File: src/rtl/window_pixel_fetch.sv
// -----------------------------------------------------------------------------
// window_pixel_fetch
//
// Maps the VGA scan coordinate onto a row-major image buffer placed at a fixed
// screen origin, with optional power-of-two pixel replication. Issues the
// buffer read, carries the per-pixel flags alongside the memory latency, and
// delivers the final colour with a valid strobe. Outside the window the
// background colour is produced; an optional one-pixel border can be drawn.
//
// Latency from pixel inputs to color/color_valid is MEM_LAT+2 cycles,
// constant for every region. One pixel is accepted every cycle.
//
// Ports:
//   clk           system clock, rising edge
//   rst_n         asynchronous active-low reset
//   pixel_x/y     current scan column / row (10 bits)
//   pixel_valid   high during active video
//   border_en     enable the window border overlay
//   border_color  border colour, sampled at the output stage
//   addr_out      buffer read address (0 when no read is issued)
//   rd_en         buffer read strobe
//   rd_data       buffer read data, valid MEM_LAT cycles after rd_en
//   color         pixel colour to the DAC
//   color_valid   colour belongs to a valid input pixel
// -----------------------------------------------------------------------------
module window_pixel_fetch #(
    parameter int H_START     = 141,
    parameter int V_START     = 35,
    parameter int IMG_W       = 300,
    parameter int IMG_H       = 300,
    parameter int SCALE_SHIFT = 0,
    parameter int ADDR_W      = 17,
    parameter int COLOR_W     = 8,
    parameter int MEM_LAT     = 1,
    parameter logic [COLOR_W-1:0] BG_COLOR = {COLOR_W{1'b0}}
) (
    input  logic               clk,
    input  logic               rst_n,
    input  logic [9:0]         pixel_x,
    input  logic [9:0]         pixel_y,
    input  logic               pixel_valid,
    input  logic               border_en,
    input  logic [COLOR_W-1:0] border_color,
    output logic [ADDR_W-1:0]  addr_out,
    output logic               rd_en,
    input  logic [COLOR_W-1:0] rd_data,
    output logic [COLOR_W-1:0] color,
    output logic               color_valid
);

    // Inclusive window extent on screen, widened to 32 bits so that a window
    // reaching past column/row 1023 never wraps against the 10-bit inputs.
    localparam logic [31:0] H_FIRST = 32'(H_START);
    localparam logic [31:0] H_LAST  = 32'(H_START + (IMG_W << SCALE_SHIFT) - 1);
    localparam logic [31:0] V_FIRST = 32'(V_START);
    localparam logic [31:0] V_LAST  = 32'(V_START + (IMG_H << SCALE_SHIFT) - 1);
    localparam logic [31:0] IMG_W_L = 32'(IMG_W);

    // Packed flag word travelling alongside the memory read.
    localparam int FLAG_W   = 4;
    localparam int F_VALID  = 0;
    localparam int F_INSIDE = 1;
    localparam int F_BORDER = 2;
    localparam int F_BEN    = 3;

    logic [31:0]         px_s;
    logic [31:0]         py_s;
    logic [31:0]         lx_s;
    logic [31:0]         ly_s;
    logic                in_extent_s;
    logic                inside_s;
    logic                on_border_s;
    logic [ADDR_W-1:0]   addr_s;

    logic                valid_s1_r;
    logic                border_s1_r;
    logic                ben_s1_r;

    logic [FLAG_W-1:0]   flag_pipe_r [MEM_LAT];
    logic [FLAG_W-1:0]   flags_out_s;
    logic [COLOR_W-1:0]  color_nxt_s;

    // Window membership, buffer coordinate and address for the incoming pixel.
    always_comb begin
        px_s        = {22'd0, pixel_x};
        py_s        = {22'd0, pixel_y};
        in_extent_s = (px_s >= H_FIRST) && (px_s <= H_LAST) &&
                      (py_s >= V_FIRST) && (py_s <= V_LAST);
        inside_s    = pixel_valid && in_extent_s;
        lx_s        = (px_s - H_FIRST) >> SCALE_SHIFT;
        ly_s        = (py_s - V_FIRST) >> SCALE_SHIFT;
        if (inside_s) begin
            // Exact inside the window because 2^ADDR_W covers IMG_W*IMG_H.
            addr_s      = ADDR_W'(ly_s * IMG_W_L + lx_s);
            on_border_s = (px_s == H_FIRST) || (px_s == H_LAST) ||
                          (py_s == V_FIRST) || (py_s == V_LAST);
        end else begin
            addr_s      = {ADDR_W{1'b0}};
            on_border_s = 1'b0;
        end
    end

    // Stage 1: issue the buffer read and capture the pixel flags.
    always_ff @(posedge clk or negedge rst_n) begin
        if (!rst_n) begin
            addr_out    <= {ADDR_W{1'b0}};
            rd_en       <= 1'b0;
            valid_s1_r  <= 1'b0;
            border_s1_r <= 1'b0;
            ben_s1_r    <= 1'b0;
        end else begin
            addr_out    <= addr_s;
            rd_en       <= inside_s;
            valid_s1_r  <= pixel_valid;
            border_s1_r <= on_border_s;
            ben_s1_r    <= border_en;
        end
    end

    // Delay the stage-1 flags by MEM_LAT cycles so they meet rd_data.
    always_ff @(posedge clk or negedge rst_n) begin
        if (!rst_n) begin
            for (int k = 0; k < MEM_LAT; k++) begin
                flag_pipe_r[k] <= {FLAG_W{1'b0}};
            end
        end else begin
            flag_pipe_r[0] <= {ben_s1_r, border_s1_r, rd_en, valid_s1_r};
            for (int k = 1; k < MEM_LAT; k++) begin
                flag_pipe_r[k] <= flag_pipe_r[k-1];
            end
        end
    end

    assign flags_out_s = flag_pipe_r[MEM_LAT-1];

    // Output colour selection from the delayed flags.
    always_comb begin
        color_nxt_s = {COLOR_W{1'b0}};
        if (!flags_out_s[F_VALID]) begin
            color_nxt_s = {COLOR_W{1'b0}};
        end else if (!flags_out_s[F_INSIDE]) begin
            color_nxt_s = BG_COLOR;
        end else if (flags_out_s[F_BORDER] && flags_out_s[F_BEN]) begin
            color_nxt_s = border_color;
        end else begin
            color_nxt_s = rd_data;
        end
    end

    // Output register towards the DAC.
    always_ff @(posedge clk or negedge rst_n) begin
        if (!rst_n) begin
            color       <= {COLOR_W{1'b0}};
            color_valid <= 1'b0;
        end else begin
            color       <= color_nxt_s;
            color_valid <= flags_out_s[F_VALID];
        end
    end

endmodule

File: config.mk
export PLATFORM = sky130hd
export DESIGN_NAME = window_pixel_fetch
export DESIGN_NICKNAME = d
export VERILOG_FILES = /design/src/rtl/window_pixel_fetch.sv
export SDC_FILE = /design/constraint.sdc
export NUM_CORES = 1
export LEC_CHECK = 0
export CORE_ASPECT_RATIO = 1.5
export CORE_MARGIN = 3
export CORE_UTILIZATION = 52
export DETAILED_ROUTE_END_ITERATION = 12
export PLACE_DENSITY = 0.8
export SETUP_SLACK_MARGIN = 0.5
export SYNTH_ARGS = -nofsm -noshare
export SYNTH_HDL_FRONTEND = slang
export SYNTH_SLANG_ARGS = --single-unit
File: constraint.sdc
create_clock -name clk -period 2.5 [get_ports clk]
set_clock_uncertainty 0.1 [all_clocks]
set_input_delay 0.5 -clock clk [delete_from_list [all_inputs] [get_ports clk]]
set_output_delay 0.5 -clock clk [all_outputs]
set_load 0.02 [all_outputs]
==> results.sh, run 1 <==
export IMPL_grt_util_all_layers_pct=33.7
export IMPL_rsz0062_at_grt="true"
export IMPL_area_delta_synth_final_pct=80.3
export IMPL_fin_total_pwr_mw=8.54
export IMPL_io_buffers=66
export IMPL_dieArea_um2=7810
export IMPL_synth_area_um2=3520
export IMPL_status="finished, violations left"
export IMPL_whs_ps=249
export IMPL_core_um2=6530
export IMPL_grt_max_degree=35
export IMPL_cts_made_buffers=5
export IMPL_clk_pin_slew_ps=90
export IMPL_cp_start_kind="input pin"
export IMPL_final_antenna_net_count=0
export IMPL_violations="negative setup slack"
export IMPL_hpwl_mm=7.96
export IMPL_first_pass_iters=5
export IMPL_drt_total_wl_mm=19.3
export IMPL_final_common_cell="buf_4"
export IMPL_drc=0
export IMPL_fp_dieW_um=73.2
export IMPL_fmax_mhz=174
export IMPL_period_minus_slack_ps=5750
export IMPL_cts_root_buf="clkbuf_8"
export IMPL_final_util_pct=97.1
export IMPL_vias_per_cell=6.73
export IMPL_ys_warn_count=0
export IMPL_ys_seq_area_share_pct=24.2
export IMPL_rows=36
export IMPL_critPathCaptureType="flip-flop"
export IMPL_setup_viol=12
export IMPL_slew_headroom_pct=62.6
export IMPL_path_class="in -> reg"
export IMPL_drt_iter0_drc=482
export IMPL_max_cap_violations=0
export IMPL_ioPinCount=67
export IMPL_die_height_um=107
export IMPL_antenna_cells=0
export IMPL_wl_per_cell_um=28.9
export IMPL_power_per_cell_area_nw_per_um2=1350
export IMPL_antenna_found_initial=1
export IMPL_hold_viol=0
export IMPL_cts_sinks=34
export IMPL_critPathArrivalTime_ps=5860
export IMPL_postSynthCellCount=388
export IMPL_slew_viol_final=0
export IMPL_cts_htree_levels=2
export IMPL_ys_async_sr_fraction_pct=100
export IMPL_cts_max_path_buffers=2
export IMPL_worst_slew_pin_slew_ps=561
export IMPL_nFillCells=106
export IMPL_ir_worst_vdd_uv=1080
export IMPL_gp_congestion=0.885
export IMPL_layout_setup_ws_ps=-3250
export IMPL_mostFrequentLayoutCells="buf_4, clkdlybuf4s50_1, inv_1, dfrtp_1, ha_1"
export IMPL_required_ps=2610
export IMPL_syn_avg_cell_area_um2=9.06
export IMPL_overflow=0
export IMPL_hp_class="reg -> reg"
export IMPL_num_vias=4487
export IMPL_start_util_pct=53.9
export IMPL_syn_nets=500
export IMPL_timing_final_crit_share_pct=230
export IMPL_cts_tree="yes"
export IMPL_layout_nets=702
export IMPL_setup_tns_ps=-28020
export IMPL_drive_gt1_share_pct=44.5
export IMPL_p_leak_nw=3.08
export IMPL_synth_edf_count=0
export IMPL_ys_flop_type="dfrtp_1"
export IMPL_grt_first_pass_wirelength_mm=20.1
export IMPL_critPathMaxFanout=3
export IMPL_insertion_delay_ps=320
export IMPL_grt_pass1_vias=4211
export IMPL_yosysUniqueCellTypes=44
export IMPL_ys_ff_latch=34
[sequential cells by signal (all words and copies together) (netlist names)]
name,flops
color_valid,1
rd_en,1
color,8
flag_pipe_r,4
ben_s1_r,1
addr_out,17
valid_s1_r,1
border_s1_r,1
[metrics by stage]
step           instance area, µm²  setup WS [ps]  std cells
6_report                     6340          -3250        667
5_1_grt                      6340          -3400        667
4_1_cts                      5910          -2730        656
3_5_place_dp                 5330          -3480        625
3_3_place_gp                 5330          -3330        625
2_1_floorplan                3840          -2900        388
[cell usage after synthesis, types with 11 or more instances]
cell type	count	area share, %
a21o_1	17	3.6
a21oi_1	27	3.8
dfrtp_1	34	24
fa_1	18	10
ha_1	54	19
inv_1	56	6.0
nand2_1	20	2.1
nand3_1	11	1.6
nor2_1	29	3.1
xnor2_1	24	6.0
xor2_1	15	3.7
[kinds of logic after synthesis]
logic type	share of synthesized area, %
XOR/XNOR	10.2
buffers and inverters	6.83
AO/OA/AOI/OAI	16.4
AND/OR/NAND/NOR	12.9
adder cells (fa/ha/maj)	29.5
flip-flops	24.2
[final timing paths]
check,from,to,slack [ps],cells past startpoint
worst min-delay path,valid_s1_r,flag_pipe_r[0],250,0
worst max-delay path,pixel_y[4],addr_out[15],-3250,24
worst min register to register,valid_s1_r,flag_pipe_r[0],250,0
max in group asynchronous,rst_n,addr_out[16],1490,2
worst max register to register,flag_pipe_r[2],color[1],670,3
min in group asynchronous,rst_n,addr_out[4],490,2
[timing repair]
item                                    CTS  global route
endpoints found under the setup margin   19            19
buffers inserted                         23            11
gates resized for setup                  79            79
hold buffers                              0             0
pin swaps                                64            61
hold endpoints to repair                  0             0
[worst max-delay path, cell delays in order]
cell      delay, ps
buf_6           100
or3_4           410
a21o_1          210
and2_4          170
nor2_4          170
xnor2_4         170
xnor2_2         140
ha_1            270
fa_1            540
inv_2            60
fa_1            510
inv_2            50
ha_4            170
or3_4           330
o221a_4         250
o21ai_2         110
nand2b_1         90
a21oi_2         180
xnor2_1         130
ha_1            300
or3_1           520
o22ai_2         230
xor2_1          180
nor2_1           70
[report_power, final]
part	leakage (nW)	internal [mW]	switching, mW	total, mW
clock	0.0579	0.294	0.245	0.539
sequential	0.461	0.591	0.0237	0.614
combinational	2.56	3.54	3.85	7.39
[area by class of cell]
class	instances	area, µm²	area share (%)
clock buffers	5	68.8	1.09
clock inverters	3	40.0	0.631
inverters	57	223	3.51
multi-input cells	291	3260	51.3
flip-flops and latches	34	851	13.4
well taps	76	95.1	1.50
repair buffers	201	1810	28.5
[layer usage]
layer / GRT usage, % / part of all wire (%)
met5: 0 / 0.057
met4: 21.6 / 13
met3: 4.69 / 9.2
met2: 63.0 / 48
met1: 33.0 / 30
(Power assumes the default switching activity.)
==> run 2: changes to the inputs <==
- MAX_ROUTING_LAYER: unset -> met4
==> results.sh, run 2 (synthesis results as in run 1) <==
export IMPL_first_pass_iters=6
export IMPL_startpoint="pixel_y[3]"
export IMPL_grt_util_all_layers_pct=32.8
export IMPL_ioPinCount=67
export IMPL_slowest_stage="fa_1"
export IMPL_reg_top3="addr_out x17, color x8, flag_pipe_r x4"
export IMPL_cts_root_buf="clkbuf_8"
export IMPL_r2r_start="flag_pipe_r[2]"
export IMPL_hpwl_mm=8.07
export IMPL_critPathCaptureType="flip-flop"
export IMPL_vias_per_cell=5.99
export IMPL_period_minus_slack_ps=5480
export IMPL_drive_gt1_share_pct=41.1
export IMPL_status="finished, violations left"
export IMPL_io_buffers=66
export IMPL_largest_register_ffs=17
export IMPL_grt_first_pass_wirelength_mm=19.2
export IMPL_antenna_cells=0
export IMPL_ir_worst_vdd_uv=873
export IMPL_final_antenna_net_count=0
export IMPL_num_vias=3893
export IMPL_reg2reg_slack_ps=1130
export IMPL_critPathMaxFanout=4
export IMPL_cts_tree="yes"
export IMPL_regMostFlops="addr_out"
export IMPL_rsz0062_at_grt="true"
export IMPL_dieArea_um2=7810
export IMPL_path_class="in -> reg"
export IMPL_power_per_cell_area_nw_per_um2=1280
export IMPL_worst_slew_pin_slew_ps=418
export IMPL_max_cap_violations=0
export IMPL_timing_final_crit_share_pct=219
export IMPL_slew_headroom_pct=72.1
export IMPL_core_um2=6530
export IMPL_rows=36
export IMPL_final_util_pct=93.1
export IMPL_crit_chain="buf_6 -> or3_4 -> a21o_1 -> and2_4 -> nor2_4 -> xnor2_4 -> xnor2_2 -> ha_1 -> fa_1 -> inv_1 -> fa_1 -> inv_2 -> ha_4 -> a211oi_2 -> o211ai_1 -> a41oi_2 -> o21bai_1 -> a21oi_1 -> xnor2_1 -> ha_1 -> nand4_1 -> o21ai_2 -> nand3_2 -> a21oi_2"
export IMPL_post_place_ws_ps=-3650
export IMPL_antenna_found_initial=0
export IMPL_slew_viol_final=0
export IMPL_cp_start_kind="input pin"
export IMPL_cts_hold_fix_buffers=0
export IMPL_crit_family="adder cells"
export IMPL_layout_nets=685
export IMPL_grt_pass1_vias=4025
export IMPL_final_common_cell="buf_4"
export IMPL_grt_max_degree=35
export IMPL_overflow=0
export IMPL_wl_per_cell_um=22.9
export IMPL_drt_iter0_drc=279
export IMPL_fin_area_um2=6080
export IMPL_violations="negative setup slack"
export IMPL_cts_made_buffers=5
export IMPL_required_ps=2620
export IMPL_p_leak_nw=2.96
export IMPL_clk_pin_slew_ps=70
export IMPL_cts_htree_levels=2
export IMPL_cts_sinks=34
export IMPL_drc=0
export IMPL_insertion_delay_ps=290
export IMPL_mostFrequentLayoutCells="buf_4, clkdlybuf4s50_1, inv_1, dfrtp_1, ha_1"
export IMPL_fin_total_pwr_mw=7.76
export IMPL_drt_total_wl_mm=14.9
export IMPL_worst_path_buf_inv=3
export IMPL_fp_dieW_um=73.2
export IMPL_place_area_um2=5320
export IMPL_critPathArrivalTime_ps=5600
export IMPL_die_height_um=107
export IMPL_layout_setup_ws_ps=-2980
export IMPL_setup_viol=12
export IMPL_max_stage_delay_ps=510
export IMPL_hold_viol=0
export IMPL_fmax_mhz=182
export IMPL_area_delta_synth_final_pct=72.9
export IMPL_start_util_pct=53.9
export IMPL_cts_max_path_buffers=2
export IMPL_gp_congestion=0.903
export IMPL_holdCritStartpoint="valid_s1_r"
export IMPL_hp_class="reg -> reg"
-- run 2: area by class of cell --
| class | instances | area (µm²) |
|---|---|---|
| clock buffers | 7 | 86.3 |
| clock inverters | 1 | 5.00 |
| fillers | 205 | 452 |
| inverters | 57 | 220 |
| multi-input cells | 291 | 3200 |
| flip-flops and latches | 34 | 851 |
| well taps | 76 | 95.1 |
| repair buffers | 184 | 1630 |
-- run 2: what timing repair did --
action	CTS	global route
resized for setup	72	53
setup buffers	9	9
pin swaps	56	47
endpoints found under the setup margin	19	19
-- run 2: final timing paths --
kind,depth (start not counted),to
min reg2reg,0,flag_pipe_r[0]
min in group asynchronous,2,addr_out[8]
max reg2reg,3,color[1]
max,24,addr_out[16]
min,0,flag_pipe_r[0]
max in group asynchronous,2,ben_s1_r
-- run 2: metal layers --
| metal | global-route usage [%] | up-vias | share of wire, % |
|---|---|---|---|
| met5 | - | - | 0 |
| met4 | 15.2 | 0 | 7.7 |
| met3 | 3.00 | 104 | 4.8 |
| met2 | 64.8 | 208 | 56 |
| met1 | 29.8 | 1898 | 32 |
| li1 | - | 1683 | - |
-- run 2: worst register-to-register path: cells and delay by family, from the launching register on --
| kind | cells | cell delay [ps] |
|---|---|---|
| DFF | 1 | 490 |
| and+or+nand+nor | 2 | 420 |
| AOI/OAI and AO/OA | 1 | 250 |
-- run 2: per-stage QoR --
step,hold WS [ps],cells,setup TNS (ps)
floorplan,104,388,-22730
global placement,235,624,-32300
detailed placement,239,624,-34030
CTS,262,641,-23620
global route,276,650,-27280
finish,266,650,-26190
-- run 2: report_power, final --
part | internal (mW) | total (mW) | switching, mW
Sequential | 0.591 | 0.611 | 0.0202
Clock | 0.222 | 0.429 | 0.207
Combinational | 3.34 | 6.72 | 3.37
Total | 4.16 | 7.76 | 3.60
==> run 3: changes to the inputs <==
- ABC_AREA: unset -> 1
- PLACE_DENSITY: 0.8 -> 0.79
==> results.sh, run 3 <==
export IMPL_status="stopped before the end"
export IMPL_lastStage="4_1_cts"
export IMPL_firstError="[ERROR DPL-0033] detailed placement checks failed during check placement."
export IMPL_cts_max_path_buffers=2
export IMPL_ys_async_sr_fraction_pct=100
export IMPL_cts_root_buf="clkbuf_8"
export IMPL_ys_ff_latch=34
export IMPL_ys_top_cells_by_count="inv_1, nand2_1, ha_1"
export IMPL_cts_htree_levels=2
export IMPL_cts_made_buffers=5
export IMPL_ys_seq_area_share_pct=22.4
export IMPL_die_height_um=111
export IMPL_yosysUniqueCellTypes=34
export IMPL_start_util_pct=54.4
export IMPL_synth_top_area_share_pct=22.4
export IMPL_ioPinCount=67
export IMPL_gp_congestion=0.884
export IMPL_post_cts_buffers=34
export IMPL_synth_area_leader_cell="dfrtp_1"
export IMPL_post_cts_resized=185
export IMPL_syn_nets=585
export IMPL_ys_flop_type="dfrtp_1"
export IMPL_fp_dieW_um=75.8
export IMPL_yosysMostFrequentCell="inv_1"
export IMPL_synth_edf_count=0
export IMPL_synth_area_leaders="dfrtp_1, ha_1, fa_1, inv_1, nand2_1"
export IMPL_postSynthCellCount=473
export IMPL_syn_avg_cell_area_um2=8.04
export IMPL_cts_hold_fix_buffers=0
export IMPL_synth_area_um2=3800
export IMPL_io_buffers=66
export IMPL_hpwl_mm=8.70
export IMPL_ys_warn_count=0
export IMPL_cts_sinks=34
export IMPL_rows=37
## run 3: cell count changes after synthesis, moves of 5 or more
| cell | before | now |
|---|---|---|
| nand3_1 | 11 | 21 |
| clkbuf_1 | 5 | 0 |
| a21o_1 | 17 | 3 |
| nor3_1 | 4 | 11 |
| nor2_1 | 29 | 49 |
| inv_1 | 56 | 83 |
| nor2_4 | 0 | 14 |
| nand3_2 | 0 | 5 |
| o21ai_1 | 9 | 0 |
| nand2_1 | 20 | 79 |
| xnor2_1 | 24 | 15 |
## run 3: logic make-up after synthesis
logic type	count (synthesis)	synth area share, %
buf+inv	89	9.47
compound gates	49	7.56
simple gates	196	25.8
fa+ha+maj	72	27.2
flops	34	22.4
xor+xnor	33	7.60
## run 3: through the flow
step | cells | util, % | setup slack (ps) | cell area, µm²
floorplan | 473 | - | -2220 | 4130
global placement | 745 | 81.7 | -2890 | 5710
detailed placement | 745 | 81.7 | -3020 | 5710
==> run 4: changes to the inputs <==
- CORE_ASPECT_RATIO: 1.5 -> unset
- CORE_UTILIZATION: 52 -> 37
- MAX_ROUTING_LAYER: met4 -> unset
- PLACE_DENSITY: 0.79 -> unset
- PLACE_DENSITY_LB_ADDON: unset -> 0.15
- SETUP_SLACK_MARGIN: 0.5 -> unset
==> results.sh, run 4 <==
export IMPL_status="finished, violations left"
export IMPL_violations="negative setup slack"
export IMPL_cp_start_kind="input pin"
export IMPL_insertion_delay_ps=290
export IMPL_synth_area_leader_cell="dfrtp_1"
export IMPL_layout_nets=814
export IMPL_grt_max_degree=35
export IMPL_r2r_start="flag_pipe_r[3]"
export IMPL_cts_sinks=34
export IMPL_yosysMostFrequentCell="inv_1"
export IMPL_synth_area_um2=3800
export IMPL_ioPinCount=67
export IMPL_regMostFlops="addr_out"
export IMPL_syn_avg_cell_area_um2=8.04
export IMPL_ys_async_sr_fraction_pct=100
export IMPL_die_height_um=107
export IMPL_num_vias=3995
export IMPL_cts_hold_fix_buffers=0
export IMPL_fp_dieW_um=107
export IMPL_cts_root_buf="clkbuf_8"
export IMPL_mostFrequentLayoutCells="buf_4, inv_1, nand2_1, clkdlybuf4s50_1, nor2_1"
export IMPL_largest_register_ffs=17
export IMPL_ir_worst_vdd_uv=1090
export IMPL_slew_headroom_pct=68.7
export IMPL_postSynthCellCount=473
export IMPL_synth_top_area_share_pct=22.4
export IMPL_cts_max_path_buffers=2
export IMPL_ys_warn_count=0
export IMPL_cts_tree="yes"
export IMPL_rows=36
export IMPL_wl_per_cell_um=15.3
export IMPL_cts_htree_levels=2
export IMPL_vias_per_cell=4.78
export IMPL_first_pass_iters=4
export IMPL_yosysUniqueCellTypes=34
export IMPL_hold_viol=0
export IMPL_clk_pin_slew_ps=70
export IMPL_drive_gt1_share_pct=49.6
export IMPL_reg_top3="addr_out x17, color x8, flag_pipe_r x4"
export IMPL_critPathArrivalTime_ps=4920
export IMPL_ys_top_cells_by_count="inv_1, nand2_1, ha_1"
export IMPL_required_ps=2590
export IMPL_critPathMaxFanout=4
export IMPL_power_per_cell_area_nw_per_um2=1370
export IMPL_path_class="in -> reg"
export IMPL_grt_pass1_vias=4136
export IMPL_start_util_pct=38.6
export IMPL_p_leak_nw=3.35
export IMPL_synth_edf_count=0
export IMPL_worstHoldEndpoint="flag_pipe_r[0]"
export IMPL_period_minus_slack_ps=4830
export IMPL_hpwl_mm=8.05
export IMPL_cts_made_buffers=5
export IMPL_syn_nets=585
export IMPL_gp_congestion=0.878
export IMPL_drt_total_wl_mm=12.8
export IMPL_critPathCaptureType="flip-flop"
export IMPL_max_stage_delay_ps=510
export IMPL_ys_seq_area_share_pct=22.4
export IMPL_grt_util_all_layers_pct=20.5
export IMPL_final_util_pct=73.1
export IMPL_antenna_found_initial=0
export IMPL_antenna_cells=0
export IMPL_drt_iter0_drc=148
export IMPL_layout_setup_ws_ps=-2330
export IMPL_hp_class="reg -> reg"
export IMPL_ys_ff_latch=34
export IMPL_grt_first_pass_wirelength_mm=19.0
export IMPL_timing_final_crit_share_pct=193
export IMPL_area_delta_synth_final_pct=89.6
export IMPL_max_cap_violations=0
export IMPL_worst_slew_pin_slew_ps=468
export IMPL_place_area_um2=5720
export IMPL_post_place_ws_ps=-3060
export IMPL_r2r_cells=4
export IMPL_hold_depth=0
export IMPL_synth_area_leaders="dfrtp_1, ha_1, fa_1, inv_1, nand2_1"
export IMPL_io_buffers=66
export IMPL_holdCritStartpoint="valid_s1_r"
export IMPL_setup_viol=12
export IMPL_r2r_end="color[6]"
export IMPL_fin_total_pwr_mw=9.91
export IMPL_reg2reg_slack_ps=1220
export IMPL_rsz0062_at_grt="true"
export IMPL_dieArea_um2=11500
export IMPL_fin_area_um2=7220
export IMPL_fmax_mhz=207
export IMPL_ys_flop_type="dfrtp_1"
export IMPL_slew_viol_final=0
export IMPL_core_um2=9860
export IMPL_crit_top_cell="inv_2"
export IMPL_overflow=0
export IMPL_setup_tns_ps=-21050
export IMPL_slowest_stage="fa_1"
export IMPL_final_common_cell="buf_4"
export IMPL_drc=0
export IMPL_final_antenna_net_count=0
-- run 4: worst max-delay path, delay by kind of cell --
family	cells	cell delay, ps
compound gates	4	460
xor+xnor	2	370
fa+ha+maj	6	2040
buf+inv	7	650
simple gates	11	890
-- run 4: worst max path at each step --
stage          startpoint      endpoint  slack (ps)
5_1_grt        pixel_y[4]  addr_out[16]       -2600
6_report       pixel_y[4]  addr_out[16]       -2330
2_1_floorplan  pixel_y[0]  addr_out[16]       -2220
3_5_place_dp   pixel_y[0]  addr_out[16]       -3060
4_1_cts        pixel_y[3]  addr_out[16]       -2200
3_3_place_gp   pixel_y[1]  addr_out[16]       -2920
-- run 4: timing repair --
action / CTS / global route
buffers inserted: 26 / 25
gates resized for setup: 141 / 65
endpoints found under the setup margin: 14 / 13
pin swaps: 79 / 60
-- run 4: kinds of logic (layout without fill, tap and decap cells) --
family / count (synthesis) / in the layout / share of synthesized area (%)
flip-flops: 34 / 34 / 22.4
XOR/XNOR: 33 / 33 / 7.60
adder cells (fa/ha/maj): 72 / 72 / 27.2
AND/OR/NAND/NOR: 196 / 196 / 25.8
AO/OA/AOI/OAI: 49 / 49 / 7.56
buffers and inverters: 89 / 319 / 9.47
-- run 4: final cells by class --
cell class                 count  area (µm²)
clock buffer                   6        82.6
multi-input combinational    350        3780
timing repair buffer         224        1990
clock inverter                 2        12.5
tap                          133         166
inverter                      87         334
fill                         656        2650
sequential                    34         851
-- run 4: per-layer routing --
layer  share of wire [%]  global-route usage (%)  vias to the layer above
met4                 3.9                    6.31                        0
met3                 3.8                    1.86                       39
met2                  55                    39.9                      110
li1                    -                       -                     1953
met5                   0                       0                        -
met1                  37                    23.6                     1893
-- run 4: power breakdown --
part / switching (mW) / internal (mW) / leakage, nW
Combinational: 4.29 / 4.57 / 2.85
Clock: 0.213 / 0.221 / 0.0472
Sequential: 0.0118 / 0.602 / 0.460
Total: 4.51 / 5.39 / 3.35
-- run 4: per-stage QoR --
step / instances / hold slack, ps
floorplan: 473 / 104
global placement: 779 / 232
detailed placement: 779 / 235
CTS: 813 / 251
global route: 836 / 265
finish: 836 / 251
==> RTL edit 1, RTL diff (config.mk and constraints of run 4) <==
The output `addr_out` loses its register stage (`addr_out` becomes a continuous assignment).
--- a/src/rtl/window_pixel_fetch.sv
+++ b/src/rtl/window_pixel_fetch.sv
@@ -105,3 +105,2 @@
         if (!rst_n) begin
-            addr_out    <= {ADDR_W{1'b0}};
             rd_en       <= 1'b0;
@@ -111,3 +110,2 @@
         end else begin
-            addr_out    <= addr_s;
             rd_en       <= inside_s;
@@ -118,2 +116,4 @@
     end
+
+    assign addr_out = addr_s;
 
Formal check against the unedited RTL: not equivalent (Yosys sat finds a counterexample within 4 cycles, from zero or initial values and one cycle with rst_n low).
==> RTL edit 1 against run 4 <==
The run still ends with setup timing left; wire length grew 8.8%; maximum frequency is 16% lower; setup slack worse by 930 ps; global-route usage is 2.2 points higher; sequential cell count down 17; non-clock buffer count is 26 higher; final cell count down 2.4%; final area shrank 1.8%; register-to-register slack got worse by 30 ps; first-iteration DRC count up 66%; area after synthesis is 11% lower; total power fell by 5.4%; critical path type is now in2out; critical endpoint is now addr_out[15]; highest routed layer unchanged.
==> RTL edit 1: results (changes against run 4) <==
* Fin worst setup slack at -3250 ps (was -2330 ps)
* Largest net degree at the start of global routing at 18 (was 35)
* Hold WS at 253 ps (was 251 ps)
* H-tree depth at 1 (was 2)
* Initial antenna violation count at 0 (unchanged)
* Status: finished, violations left (unchanged)
* Post-synthesis cell type count at 34 (unchanged)
* VDD IR max at 1.05 mV (was 1.09 mV)
* # fillers at 482 (was 656)
* I/O Buffers at 66 (unchanged)
* Largest registers: color: 8 flops, flag_pipe_r: 4 flops (was addr_out: 17 flops, color: 8 flops, flag_pipe_r: 4 flops)
* Number of nets in the layout at 821 (was 814)
* Hold depth at 0 (unchanged)
* First-pass GRT wire length at 19300 um (was 19000 um)
* Vias in the first global route at 4365 (was 4136)
* ANT cells at 0 (unchanged)
* Reg2reg path depth at 4 (unchanged)
* Util after Layout at 80.4% (was 73.1%)
* Total vias in the final route at 4167 (was 3995)
* Reg clk slew, reported paths at around 60 ps
* Routed Wire Length at 14000 um (was 12800 um)
* Top post-synthesis cells by count: 83 x inv_1, 79 x nand2_1, 54 x ha_1, 49 x nor2_1, 26 x a21oi_1 (was 83 x inv_1, 79 x nand2_1, 54 x ha_1, 49 x nor2_1, 34 x dfrtp_1)
* Share of layout cells above drive strength 1 at 60.0% (was 49.6%)
* Root Buffer: clkbuf_8 (unchanged)
* Seq/Total Area, Yosys at 12.6% (was 22.4%)
* Final setup vio count at 17 (was 12)
* DP Area at 5450 um2 (was 5720 um2)
* Slowest library cell on the worst path: fa_1 (unchanged)
* TritonCTS Buffers at 3 (was 5)
* Worst-path fanout max at 4 (unchanged)
* Synthesized netlist net count at 568 (was 585)
* Main synth FF type: dfrtp_1 (unchanged)
* Reg2Reg Setup Slack at 1190 ps (was 1220 ps)
* Worst hold-check path type: reg2reg (unchanged)
* Placer congestion estimate at 0.859 (was 0.878)
* GRT Overall Usage at 22.7% (was 20.5%)
* Asr flop ratio synth at 100% (unchanged)
* Clk_lat worst skew at 250 ps (was 290 ps)
* Warnings from Yosys at 0 (unchanged)
* Pre-Repair DR Iteration Count at 5 (was 4)
* CP arrival at 5150 ps (was 4920 ps)
* Pint at 0.00486 W (was 0.00539 W)
* Compound-Gate Fraction of Synth Area at 8.52% (was 7.56%)
* Adder-Cell Fraction of Synth Area at 30.7% (was 27.2%)
* Initial DRC Count at 245 (was 148)
* Top cells by area, synth: ha_1 20%, dfrtp_1 13%, fa_1 11%, inv_1 9.2%, nand2_1 8.8% (was dfrtp_1 22%, ha_1 18%, fa_1 9.5%, inv_1 8.2%, nand2_1 7.8%)
* Place WS at -3980 ps (was -3060 ps)
* Worst Tran Pin Value at 754 ps (was 468 ps)
* CP peak stage delay at 510 ps (about the same)
* Leak at 3.32 nW (was 3.35 nW)
* Post-Synth XOR/XNOR Area at 8.55% (was 7.60%)
* HPWL after DPL at 7970 um (was 8050 um)
* CTS Buffer Depth at 2 (unchanged)
* Violations in the final reports: setup timing (unchanged)
* Mux cell area share after synthesis at 0% (unchanged)
## RTL edit 1: changes by cell type in the layout (fill, tap and decap cells not counted), moves of 4 or more
cell and change:
buf_2 +4, nand2_2 +5, nand2_1 -7, inv_1 -5
nor2_1 -11, clkdlybuf4s50_1 -26, buf_6 +26, buf_4 +16
dfrtp_1 -17, nor2_4 +8
## RTL edit 1: final timing paths
path,endpoint,startpoint
setup reg to reg,color[6],flag_pipe_r[2]
hold / removal,flag_pipe_r[2],border_s1_r
max in group asynchronous,color_valid,rst_n
min in group asynchronous,color[7],rst_n
setup / recovery,addr_out[15],pixel_y[1]
hold reg to reg,flag_pipe_r[2],border_s1_r
## RTL edit 1: cell families after synthesis
family                   after synthesis
AND/OR/NAND/NOR                      196
buffers and inverters                 89
adder cells (fa/ha/maj)               72
AO/OA/AOI/OAI                         49
XOR/XNOR                              33
flip-flops                            17
## RTL edit 1: critical path: cells and delay by family
family / cells / cell delay [ps]
AOI/OAI and AO/OA: 2 / 270
and+or+nand+nor: 11 / 1170
buffers and inverters: 8 / 680
adders and majority gates: 7 / 2270
xor gates and xnor gates: 2 / 250
## RTL edit 1: metal layers
| layer | global-route usage [%] | up-vias | share of wire, % |
|---|---|---|---|
| met5 | 0 | - | 0 |
| met4 | 5.93 | 0 | 5.5 |
| met3 | 2.07 | 66 | 4.2 |
| met2 | 44.0 | 168 | 54 |
| met1 | 26.4 | 1984 | 36 |
| li1 | - | 1949 | - |
## RTL edit 1: cell type report
type	count	area share, %
Tap cell	108	1.91
Sequential cell	17	6.00
Timing Repair Buffer	250	32.0
Inverter	87	5.16
Clock buffer	3	0.583
Multi-Input combinational cell	350	54.3
Clock inverter	1	0.0706
## RTL edit 1: power groups by stage
| stage | registers (W) | logic [W] | clock network, W |
|---|---|---|---|
| floorplan | 0.000294 | 0.00369 | 0 |
| global placement | 0.000289 | 0.00550 | 0 |
| detailed placement | 0.000290 | 0.00559 | 0 |
| CTS | 0.000284 | 0.00702 | 0.000210 |
| global route | 0.000285 | 0.00941 | 0.000228 |
| finish | 0.000285 | 0.00887 | 0.000211 |
## RTL edit 1: timing repair
item                       4_1_cts  5_1_grt
cloned                           0        1
setup endpoints to repair       17       18
gates resized for setup        289      111
buffers inserted                49       32
pin swaps                       75       93
## RTL edit 1: through the flow
step / TNS, ps / std cells
floorplan: -25040 / 456
global placement: -47290 / 748
detailed placement: -47970 / 748
CTS: -31530 / 799
global route: -36040 / 816
finish: -34270 / 816
==> RTL edit 2, RTL diff (flow settings as in run 4) <==
Made on the original files. The parameter `COLOR_W` goes from 8 to 7.
--- a/src/rtl/window_pixel_fetch.sv
+++ b/src/rtl/window_pixel_fetch.sv
@@ -32,3 +32,3 @@
     parameter int ADDR_W      = 17,
-    parameter int COLOR_W     = 8,
+    parameter int COLOR_W     = 7,
     parameter int MEM_LAT     = 1,
Ports: changed (resized border_color, color and rd_data); port bits go from 67 to 64. No check against the original RTL was run, so the function may have changed too.
==> RTL edit 2 against run 4 <==
The run still ends with setup timing left; core utilization down 1.4 points; sequential power down 2%; via count down 5.4%; non-clock buffer count down 16; count of clock-buffer cells in the layout up 1; sequential share of layout area up 0.44 points; setup slack better by 9.3 ps; total power down 13%; wire length down 15%; sequential cell count down 1; synthesized cell count down 1.3%; worst hold slack about the same; area after synthesis down 3.7%; final area down 6.4%; critical endpoint unchanged.
==> RTL edit 2: results (changes against run 4) <==
* Hold WS at 250 ps (was 251 ps)
* Largest net degree at the start of global routing at 34 (was 35)
* Metal2 WL at 5840 um (was 7080 um)
* R2R Path End: color[0] (was color[6])
* Origin of the worst setup path: pixel_y[3] (was pixel_y[4])
* Rel. slew slack at 66.8% (was 68.7%)
* Hold EP: flag_pipe_r[3] (was flag_pipe_r[0])
* Fin worst setup slack at -2320 ps (was -2330 ps)
* Top post-synthesis cells by count: 95 x inv_1, 80 x nand2_1, 54 x ha_1, 39 x nor2_1, 33 x dfrtp_1 (was 83 x inv_1, 79 x nand2_1, 54 x ha_1, 49 x nor2_1, 34 x dfrtp_1)
* Logic power comb at 0.00750 W (was 0.00886 W)
* Post-route insts no fill at 811 (was 836)
* Gate Count Post-Synth at 467 (was 473)
* Top cells by area, synth: dfrtp_1 23%, ha_1 18%, fa_1 9.8%, inv_1 9.7%, nand2_1 8.2% (was dfrtp_1 22%, ha_1 18%, fa_1 9.5%, inv_1 8.2%, nand2_1 7.8%)
* Violations in the final reports: setup timing (unchanged)
* Vias in the first global route at 3892 (was 4136)
* Final setup vio count at 12 (unchanged)
* Share of layout cells above drive strength 1 at 46.8% (was 49.6%)
* Status: finished, violations left (unchanged)
* VDD IR max at 0.747 mV (was 1.09 mV)
* Flop pwr share at 7.0% (was 6.2%)
* Switching share of power at 44.5% (was 45.6%)
* Routed Wire Length at 10900 um (was 12800 um)
* Dpl cells at 769 (was 779)
* GRT Overall Usage at 19.2% (was 20.5%)
* HPWL after DPL at 7910 um (was 8050 um)
* CP arrival at 4890 ps (was 4920 ps)
* Wire length on met3 at 319 um (was 487 um)
* Initial DRC Count at 105 (was 148)
* Largest registers: addr_out: 17 flops, color: 7 flops, flag_pipe_r: 4 flops (was addr_out: 17 flops, color: 8 flops, flag_pipe_r: 4 flops)
* Met1 usage at 23.0% (was 23.6%)
* Routing usage on met3 at 1.84% (was 1.86%)
* Place WS at -3030 ps (was -3060 ps)
* Sw Pwr at 0.00383 W (was 0.00451 W)
* R2R Path Start: flag_pipe_r[2] (was flag_pipe_r[3])
-- RTL edit 2: changes by cell type after synthesis, moves of 4 or more --
cell / before / now
inv_1: 83 / 95
nor2_4: 14 / 3
nor2_1: 49 / 39
nor2_2: 3 / 10
nand3_2: 5 / 1
-- RTL edit 2: cells by family (layout without fill, tap and decap cells) --
group,after synthesis,in the layout,share of synthesized area (%)
and+or+nand+nor,177,177,21.8
buffers and inverters,97,312,10.4
adders and majority gates,72,72,28.3
AOI/OAI and AO/OA,53,53,8.60
xor gates and xnor gates,35,35,8.36
DFF,33,33,22.5
-- RTL edit 2: repair_timing --
item,4_1_cts,5_1_grt
endpoints found under the setup margin,14,13
pin swaps,66,54
setup buffers,22,17
gates resized for setup,113,63
-- RTL edit 2: final cells by class --
cell class,count,area (um2)
Tap cell,129,161
Fill cell,680,2660
Inverter,96,365
Multi-Input combinational cell,337,3450
Clock buffer,7,86.3
Clock inverter,1,30.0
Timing Repair Buffer,208,1830
Sequential cell,33,826
